==> src/rtl/conv_window_addr_seq.sv <==
// Sliding KSIZE x KSIZE window address sequencer over an IMG_W x IMG_W input matrix.
// Define CONV_SEQ_STALL_CNT_EN to add the stall_cnt port and its saturating counter.
module conv_window_addr_seq #(
    parameter int IMG_W  = 32,
    parameter int KSIZE  = 4,
    parameter int STRIDE = 1,
    parameter int ADDR_W = 10
`ifdef CONV_SEQ_STALL_CNT_EN
    ,
    parameter int CNT_W  = 16
`endif
) (
    input  logic                              clk,
    input  logic                              reset,
    input  logic                              start,
    input  logic                              abort,
    output logic                              busy,
    output logic                              done,
    output logic                              addr_valid,
    input  logic                              addr_ready,
    output logic [ADDR_W-1:0]                 ram_addr,
    output logic [$clog2(KSIZE*KSIZE)-1:0]    coef_addr,
    output logic                              win_first,
    output logic                              win_last,
`ifdef CONV_SEQ_STALL_CNT_EN
    output logic [CNT_W-1:0]                  stall_cnt,
`endif
    output logic                              frame_last
);

    localparam int OUT_DIM = (IMG_W - KSIZE) / STRIDE + 1;
    localparam int CW      = $clog2(KSIZE * KSIZE);
    localparam int KW      = (KSIZE > 1) ? $clog2(KSIZE) : 1;
    localparam int OW      = (OUT_DIM > 1) ? $clog2(OUT_DIM) : 1;
    localparam int AW1     = ADDR_W + 1;

    localparam logic [AW1-1:0] ROW_STEP  = AW1'(IMG_W);
    localparam logic [AW1-1:0] COL_STEP  = AW1'(STRIDE);
    localparam logic [AW1-1:0] WROW_STEP = AW1'(STRIDE * IMG_W);
    localparam logic [KW-1:0]  K_LAST    = KW'(KSIZE - 1);
    localparam logic [OW-1:0]  O_LAST    = OW'(OUT_DIM - 1);
    localparam logic [CW-1:0]  C_LAST    = CW'(KSIZE * KSIZE - 1);

    typedef enum logic [1:0] {IDLE, RUN, DONE} state_e;

    state_e state_q, state_d;

    logic [KW-1:0]  kc_q, kc_d, kr_q, kr_d;
    logic [OW-1:0]  oc_q, oc_d, orow_q, orow_d;
    logic [AW1-1:0] addr_q, addr_d;
    logic [AW1-1:0] rowBase_q, rowBase_d;
    logic [AW1-1:0] winBase_q, winBase_d;
    logic [AW1-1:0] winRowBase_q, winRowBase_d;
    logic [CW-1:0]  coef_q, coef_d;
    logic           valid_q, valid_d;
    logic           busy_q, busy_d;
    logic           done_q, done_d;
    logic           first_q, first_d;
    logic           last_q, last_d;
    logic           frameLast_q, frameLast_d;
    logic           handshake;

    assign handshake = valid_q && addr_ready;

    always_ff @(posedge clk or negedge reset) begin
        if (!reset) state_q <= IDLE;
        else        state_q <= state_d;
    end

    always_comb begin
        state_d = state_q;
        unique case (state_q)
            IDLE: if (start && !abort) state_d = RUN;
            RUN: begin
                if (abort)                         state_d = IDLE;
                else if (handshake && frameLast_q) state_d = DONE;
            end
            DONE:    state_d = IDLE;
            default: state_d = IDLE;
        endcase
    end

    // Address walks incrementally: window-row base -> window base -> kernel-row base -> tap.
    always_comb begin
        kc_d         = kc_q;
        kr_d         = kr_q;
        oc_d         = oc_q;
        orow_d       = orow_q;
        addr_d       = addr_q;
        rowBase_d    = rowBase_q;
        winBase_d    = winBase_q;
        winRowBase_d = winRowBase_q;
        coef_d       = coef_q;
        valid_d      = valid_q;
        first_d      = first_q;
        last_d       = last_q;
        frameLast_d  = frameLast_q;
        busy_d       = (state_d != IDLE);
        done_d       = (state_d == DONE);

        if (state_q == IDLE && state_d == RUN) begin
            kc_d         = '0;
            kr_d         = '0;
            oc_d         = '0;
            orow_d       = '0;
            addr_d       = '0;
            rowBase_d    = '0;
            winBase_d    = '0;
            winRowBase_d = '0;
            coef_d       = '0;
            valid_d      = 1'b1;
            first_d      = 1'b1;
            last_d       = (C_LAST == '0);
            frameLast_d  = (C_LAST == '0) && (OUT_DIM == 1);
        end else if (state_q == RUN && state_d == IDLE) begin
            valid_d     = 1'b0;
            first_d     = 1'b0;
            last_d      = 1'b0;
            frameLast_d = 1'b0;
        end else if (state_q == RUN && handshake) begin
            if (state_d == DONE) begin
                kc_d         = '0;
                kr_d         = '0;
                oc_d         = '0;
                orow_d       = '0;
                addr_d       = '0;
                rowBase_d    = '0;
                winBase_d    = '0;
                winRowBase_d = '0;
                coef_d       = '0;
                valid_d      = 1'b0;
                first_d      = 1'b0;
                last_d       = 1'b0;
                frameLast_d  = 1'b0;
            end else begin
                coef_d = (coef_q == C_LAST) ? '0 : coef_q + 1'b1;
                if (kc_q != K_LAST) begin
                    kc_d   = kc_q + 1'b1;
                    addr_d = addr_q + 1'b1;
                end else begin
                    kc_d = '0;
                    if (kr_q != K_LAST) begin
                        kr_d      = kr_q + 1'b1;
                        rowBase_d = rowBase_q + ROW_STEP;
                    end else begin
                        kr_d = '0;
                        if (oc_q != O_LAST) begin
                            oc_d      = oc_q + 1'b1;
                            winBase_d = winBase_q + COL_STEP;
                        end else begin
                            oc_d         = '0;
                            orow_d       = orow_q + 1'b1;
                            winRowBase_d = winRowBase_q + WROW_STEP;
                            winBase_d    = winRowBase_d;
                        end
                        rowBase_d = winBase_d;
                    end
                    addr_d = rowBase_d;
                end
                first_d     = (coef_d == '0);
                last_d      = (coef_d == C_LAST);
                frameLast_d = last_d && (oc_d == O_LAST) && (orow_d == O_LAST);
            end
        end
    end

    always_ff @(posedge clk or negedge reset) begin
        if (!reset) begin
            kc_q         <= '0;
            kr_q         <= '0;
            oc_q         <= '0;
            orow_q       <= '0;
            addr_q       <= '0;
            rowBase_q    <= '0;
            winBase_q    <= '0;
            winRowBase_q <= '0;
            coef_q       <= '0;
            valid_q      <= 1'b0;
            busy_q       <= 1'b0;
            done_q       <= 1'b0;
            first_q      <= 1'b0;
            last_q       <= 1'b0;
            frameLast_q  <= 1'b0;
        end else begin
            kc_q         <= kc_d;
            kr_q         <= kr_d;
            oc_q         <= oc_d;
            orow_q       <= orow_d;
            addr_q       <= addr_d;
            rowBase_q    <= rowBase_d;
            winBase_q    <= winBase_d;
            winRowBase_q <= winRowBase_d;
            coef_q       <= coef_d;
            valid_q      <= valid_d;
            busy_q       <= busy_d;
            done_q       <= done_d;
            first_q      <= first_d;
            last_q       <= last_d;
            frameLast_q  <= frameLast_d;
        end
    end

    assign busy       = busy_q;
    assign done       = done_q;
    assign addr_valid = valid_q;
    assign ram_addr   = addr_q[ADDR_W-1:0];
    assign coef_addr  = coef_q;
    assign win_first  = first_q;
    assign win_last   = last_q;
    assign frame_last = frameLast_q;

`ifdef CONV_SEQ_STALL_CNT_EN
    logic [CNT_W-1:0] stall_q, stall_d;

    always_comb begin
        stall_d = stall_q;
        if (state_q == IDLE && state_d == RUN)
            stall_d = '0;
        else if (state_q == RUN && valid_q && !addr_ready && stall_q != '1)
            stall_d = stall_q + 1'b1;
    end

    always_ff @(posedge clk or negedge reset) begin
        if (!reset) stall_q <= '0;
        else        stall_q <= stall_d;
    end

    assign stall_cnt = stall_q;
`endif

endmodule

==> config.mk <==
export PLATFORM = sky130hd
export DESIGN_NAME = conv_window_addr_seq
export DESIGN_NICKNAME = d
export VERILOG_FILES = /design/src/rtl/conv_window_addr_seq.sv
export SDC_FILE = /design/constraint.sdc
export NUM_CORES = 1
export LEC_CHECK = 0
export ABC_CLOCK_PERIOD_IN_PS = 5000
export CAP_MARGIN = 10
export CORE_MARGIN = 1
export CORE_UTILIZATION = 55
export DETAILED_ROUTE_END_ITERATION = 6
export GPL_ROUTABILITY_DRIVEN = 0
export GPL_TIMING_DRIVEN = 1
export MAX_ROUTING_LAYER = met4
export PLACE_DENSITY = 0.76
export SKIP_CTS_REPAIR_TIMING = 1
export SLEW_MARGIN = 20
export SYNTH_ARGS = -nofsm -noshare
export SYNTH_HDL_FRONTEND = slang
export SYNTH_SLANG_ARGS = --single-unit
==> constraint.sdc <==
create_clock -name clk -period 5 [get_ports clk]
set_clock_uncertainty 0.05 [all_clocks]
set_input_delay 0.5 -clock clk [delete_from_list [all_inputs] [get_ports clk]]
set_output_delay 0.5 -clock clk [all_outputs]
set_load 0.01 [all_outputs]
==> metrics.txt, run 1 <==
clock latency on the worst-skew pair 0.34 ns; outcome finished clean; total CTS buffers 9; post-synthesis sequential area ratio 43.8%; Mapped Avg Cell Area 9.45 µm²; syn nets 386; Crit path largest cell delay 0.51 ns; critical path required time 5.23 ns; Most used DFF post-synth dfrtp_1; DR iter-0 viols 243; fill cell count 492; max_slew headroom 33.9%; via count 2911; CTS Buffer Depth 2; HP Class input pin to asynchronous set/reset pin; crit end category flop; Critical Path AT 3.01 ns; # H-tree levels 3; Least-Margin Pin Slew 0.984 ns; die width 81.6 µm; die height 81.6 µm; min Tclk post-route 2.78 ns; first-pass GRT wire length 13100 µm; post-route ant nets 0; peak fanout along the critical path 12; Synth-to-Final Area Change 13.1%; # port buffers 24; # nets final 408; 1st-pass router iterations 5; CTS tree built; Post-synth top cells 61 x dfrtp_1, 40 x nand2_1, 38 x o21ai_0; CP startpoint kind flop; Pleak 1.76 nW; Final Cycle Share 55.7%; most common cell in the netlist dfrtp_1; critical path's slowest cell a2111oi_0; Post-Syn Area 3490 µm²; warning count from the yosys run 0; Starting Density 57.8%; placed wire-length estimate 5520 µm; vias in the first global route 2621; number of synthesized flops with an enable pin 0; Final Max Slew Viols 0; largest net degree at the start of global routing 62; fin area 3940 µm²; Finished Core Util 65.4%; initial antenna violation count 0; Total Wirelength 8030 µm; distinct cell type count after synthesis 67; PwrDens 304 nW/µm²; RSZ-0062 raised after global routing no; CTS sink count 61; Final Hold Violating Endpoints 0; area leader, netlist dfrtp_1; max-cap check violation count 0; Fin Setup TNS 0 ns; Final Setup Violations 0; fraction of layout cells with a size suffix above 1 8.86%; reg2reg start oc_q[0]; Max Clk Rate 0.359 GHz; r2r endpoint frame_last; placed cell area 3730 µm²; pre-CTS setup slack 2.04 ns; GRT Total Usage 27.3%; r2r setup slk 2.22 ns; DRC viols 0; worst setup margin 2.22 ns; Diodes inserted 0; die area 6660 µm²; top cell type's share of synthesized area 43.8%; Worst Reg-to-Reg Cells 7; Vias/cell 6.19; VDD IR max 0.221 mV; core footprint 6030 µm²; root buf cell clkbuf_8; clock-pin slew on the worst setup and hold paths 0.07 ns; routed length per instance 17.1 µm; crit-path cells inv_1 > ha_1 > nand4_1 > nor2_1 > o21ai_0 > a2111oi_0 > a32o_1; critical path class flop to flop; Rows 28; top post-synthesis cells by area dfrtp_1 44%, o21ai_0 5.5%, ha_1 4.3%; Cells after Synth 369; total gr overflow 0; Top Ports 25; ys async rst share 100%; Seq cells post-synth 61
-- cell type report --
| type | count | area, µm² | area share (%) |
|---|---|---|---|
| Timing Repair Buffer | 25 | 243 | 6.15 |
| Multi-Input combinational cell | 285 | 1830 | 46.5 |
| Sequential cell | 61 | 1530 | 38.7 |
| Tap cell | 75 | 93.8 | 2.38 |
| Inverter | 9 | 33.8 | 0.857 |
| Clock buffer | 10 | 138 | 3.49 |
| Clock inverter | 5 | 75.1 | 1.90 |
-- through the flow --
step / power (mW) / hold WS (ns) / instances
floorplan: 0.646 / 0.154 / 369
CTS: 1.20 / 0.288 / 470
detailed placement: 0.719 / 0.414 / 455
global placement: 0.714 / 0.404 / 455
global route: 1.25 / 0.333 / 470
finish: 1.20 / 0.261 / 470
-- where the power goes --
part | leakage, nW | switching [mW] | internal (mW)
sequential | 0.835 | 0.0386 | 0.522
combinational | 0.817 | 0.0749 | 0.0740
clock | 0.112 | 0.200 | 0.289
-- flip-flops by register name, indices dropped and copies added (netlist names) --
signal and count:
addr_q 10, addr_valid 1, busy 1, coef_addr 4, done 1, frame_last 1
kc_q 2, kr_q 2, oc_q 5, orow_q 5, rowBase_q 10, state_q 2
winBase_q 10, winRowBase_q 5, win_first 1, win_last 1
-- worst max-delay path by stage --
stage,startpoint,to,depth (start not counted)
after floorplan,oc_q[0],addr_q[5],8
after global placement,abort,rowBase_q[3],5
after detailed placement,abort,winBase_q[3],5
after CTS,oc_q[0],frame_last,7
after global routing,oc_q[0],frame_last,7
final,oc_q[0],frame_last,7
-- cell families (layout without fill, tap and decap cells) --
| family | count (synthesis) | in the layout | share of synthesized area, % |
|---|---|---|---|
| simple gates | 138 | 138 | 20.3 |
| compound gates | 118 | 118 | 23.7 |
| flops | 61 | 61 | 43.8 |
| buf+inv | 23 | 49 | 3.59 |
| xor+xnor | 15 | 15 | 3.77 |
| fa+ha+maj | 12 | 12 | 4.31 |
| mux | 2 | 2 | 0.610 |
-- cells in the final DEF (no fill, tap or decap), types with 3 or more instances in the layout --
cell and count:
nor2b_1 6, o21ai_1 4, a32o_1 3, xor2_1 6, nor3b_1 4, clkdlybuf4s50_1 23, ha_1 12, a22oi_1 3
and3_1 4, nor2_1 24, dfrtp_1 61, clkbuf_8 10, and2_1 3, nand2_1 40, nand4_1 11, a31oi_1 4
nand3_1 20, nor3_1 7, o21ai_0 38, inv_1 9, a21oi_1 12, clkinv_2 3, a21o_1 8, a22o_1 12
xnor2_1 9
-- critical path: cells and delay by family (launching register included) --
family	cells	cell delay, ns
buf+inv	1	0.14
flops	1	0.46
compound gates	3	0.92
simple gates	2	0.92
fa+ha+maj	1	0.24
-- metal layers --
layer / global-route usage [%] / part of all wire [%]
met2: 38.9 / 44
met3: 5.78 / 4.6
met5: - / 0
met4: 8.95 / 0.85
met1: 38.5 / 50
Note: power is estimated with default switching activity, not from simulation.
==> inputs of run 2 (changes only) <==
- ABC_CLOCK_PERIOD_IN_PS: 5000 -> 2400
- CORE_UTILIZATION: 55 -> 53
- PLACE_DENSITY: 0.76 -> 0.77
- clock period: 5 -> 2.4 ns (I/O delays scaled with it)
==> run 2 against run 1 <==
Effect of this change: total power rose by 100%; cell area grew 2.8%; sequential power grew 110%; global-route usage is 0.80 points lower; critical endpoint unchanged; wire length grew 3.8%; critical path depth fell by 1; count of clock-buffer cells in the layout increased by 1; critical path type unchanged.
==> metrics.txt, run 2 (synthesized netlist as in run 1, its figures left out) <==
outcome finished clean; worst hold slack 0.349 ns (+0.0877 ns); DR top layer met4; Diodes inserted 0 (unchanged); max-cap check violation count 0 (unchanged); critical path required time 2.63 ns (-2.60 ns); total gr overflow 0 (unchanged); met2 wire length 3700 µm (+4.8%); via count 3084 (+5.9%); Final Cycle Share 91.8% (+36 points); max_slew headroom 48.6% (+15 points); die height 83.1 µm (+1.8%); CTS Buffer Depth 2 (unchanged); min Tclk post-route 2.20 ns (-0.581 ns); core footprint 6350 µm² (+5.4%); Finished Core Util 63.9% (-1.6 points); DRC viols 0 (unchanged); CTS sink count 61 (unchanged); die width 83.1 µm (+1.8%); first-pass GRT wire length 14000 µm (+6.8%); post-route ant nets 0 (unchanged); Starting Density 54.9% (-3.0 points); VDD IR max 0.370 mV (+67%); WL met1 4040 µm (-0.22%); Final Max Slew Viols 0 (unchanged); Final Setup Violations 0 (unchanged); # nets final 424 (+3.9%); Top Ports 25 (unchanged); die area 6910 µm² (+3.7%); reg2reg start kc_q[0]; routed length per instance 17.1 µm (+0.14%); Pleak 1.83 nW (+3.7%); CP startpoint kc_q[0]; Max Clk Rate 0.454 GHz (+26%); total CTS buffers 9 (unchanged); Final Hold Violating Endpoints 0 (unchanged); Rows 29 (+3.6%); CP startpoint kind flop; most frequent cells in the layout 61 x dfrtp_1, 40 x nand2_1, 38 x o21ai_0; fraction of layout cells with a size suffix above 1 12.0% (+3.1 points); PwrDens 598 nW/µm² (+97%); root buf cell clkbuf_8; CTS tree built; crit end category flop; initial antenna violation count 0 (unchanged); largest net degree at the start of global routing 24 (-61%); Top Registers addr_q: 10 flops, rowBase_q: 10 flops, winBase_q: 10 flops; Synth-to-Final Area Change 16.3%; 1st-pass router iterations 4 (-1); wire length on met3 430 µm (+16%); # H-tree levels 3 (unchanged); Total Wirelength 8330 µm (+3.8%); peak fanout along the critical path 7 (-5); clock-pin slew on the worst setup and hold paths 0.07 ns (about the same); pre-CTS setup slack 0.153 ns (-1.89 ns); RSZ-0062 raised after global routing no; Fin Setup TNS 0 ns (unchanged); worst setup margin 0.197 ns (-2.02 ns); Least-Margin Pin Slew 0.770 ns (-0.213 ns); DR iter-0 viols 205 (-16%); critical path class flop to flop; GRT Total Usage 26.5% (-0.80 points); clock latency on the worst-skew pair 0.35 ns (about the same); commonest non-fill, non-tap cell in the layout dfrtp_1; vias in the first global route 2942 (+12%); Worst Reg-to-Reg Cells 6 (-1); placed cell area 3850 µm² (+3.1%); Vias/cell 6.33 (+2.2%); HP Class input pin to asynchronous set/reset pin; Critical Path AT 2.44 ns (-0.57 ns); # port buffers 24 (unchanged); placed wire-length estimate 6010 µm (+8.8%); fin area 4060 µm² (+2.8%)
[run 2: final timing paths]
path	endpoint	slack, ns
max in group asynchronous	orow_q[1]	1.26
min in group clk	rowBase_q[4]	0.44
max reg2reg	frame_last	0.20
min	done	0.35
max	frame_last	0.20
min reg2reg	rowBase_q[4]	0.44
[run 2: layout make-up]
class | count | area (µm²)
Multi-Input combinational cell | 285 | 1840
Sequential cell | 61 | 1530
Inverter | 9 | 33.8
Clock inverter | 3 | 46.3
Fill cell | 509 | 2290
Timing Repair Buffer | 41 | 365
Tap cell | 77 | 96.3
Clock buffer | 11 | 151
[run 2: through the flow]
stage,total power [mW],std cells
after floorplan,1.35,369
after global placement,1.50,472
after detailed placement,1.51,472
after CTS,2.44,486
after global routing,2.53,487
final,2.43,487
[run 2: layer usage]
metal | global-route usage, % | up-vias
met5 | - | -
met2 | 39.7 | 92
met3 | 5.47 | 16
li1 | - | 1451
met1 | 35.2 | 1525
met4 | 11.0 | 0
[run 2: where the power goes]
part	leakage (nW)	internal (mW)	switching (mW)
clock	0.0975	0.526	0.401
combinational	0.896	0.164	0.161
sequential	0.835	1.09	0.0862
total	1.83	1.78	0.648
[run 2: worst max-delay path: stages (launching register included)]
cell and delay (ns):
dfrtp_1 0.39, ha_1 0.35, nand2_1 0.23, nor2_1 0.27, o21ai_0 0.13, a2111oi_1 0.49, a32o_1 0.23
==> inputs of run 3 (changes only) <==
- CAP_MARGIN: 10 -> 40
- HOLD_SLACK_MARGIN: not set -> 0.02
==> results of run 3 <==
Final layout, timing and power as in run 2 (identical DEF).
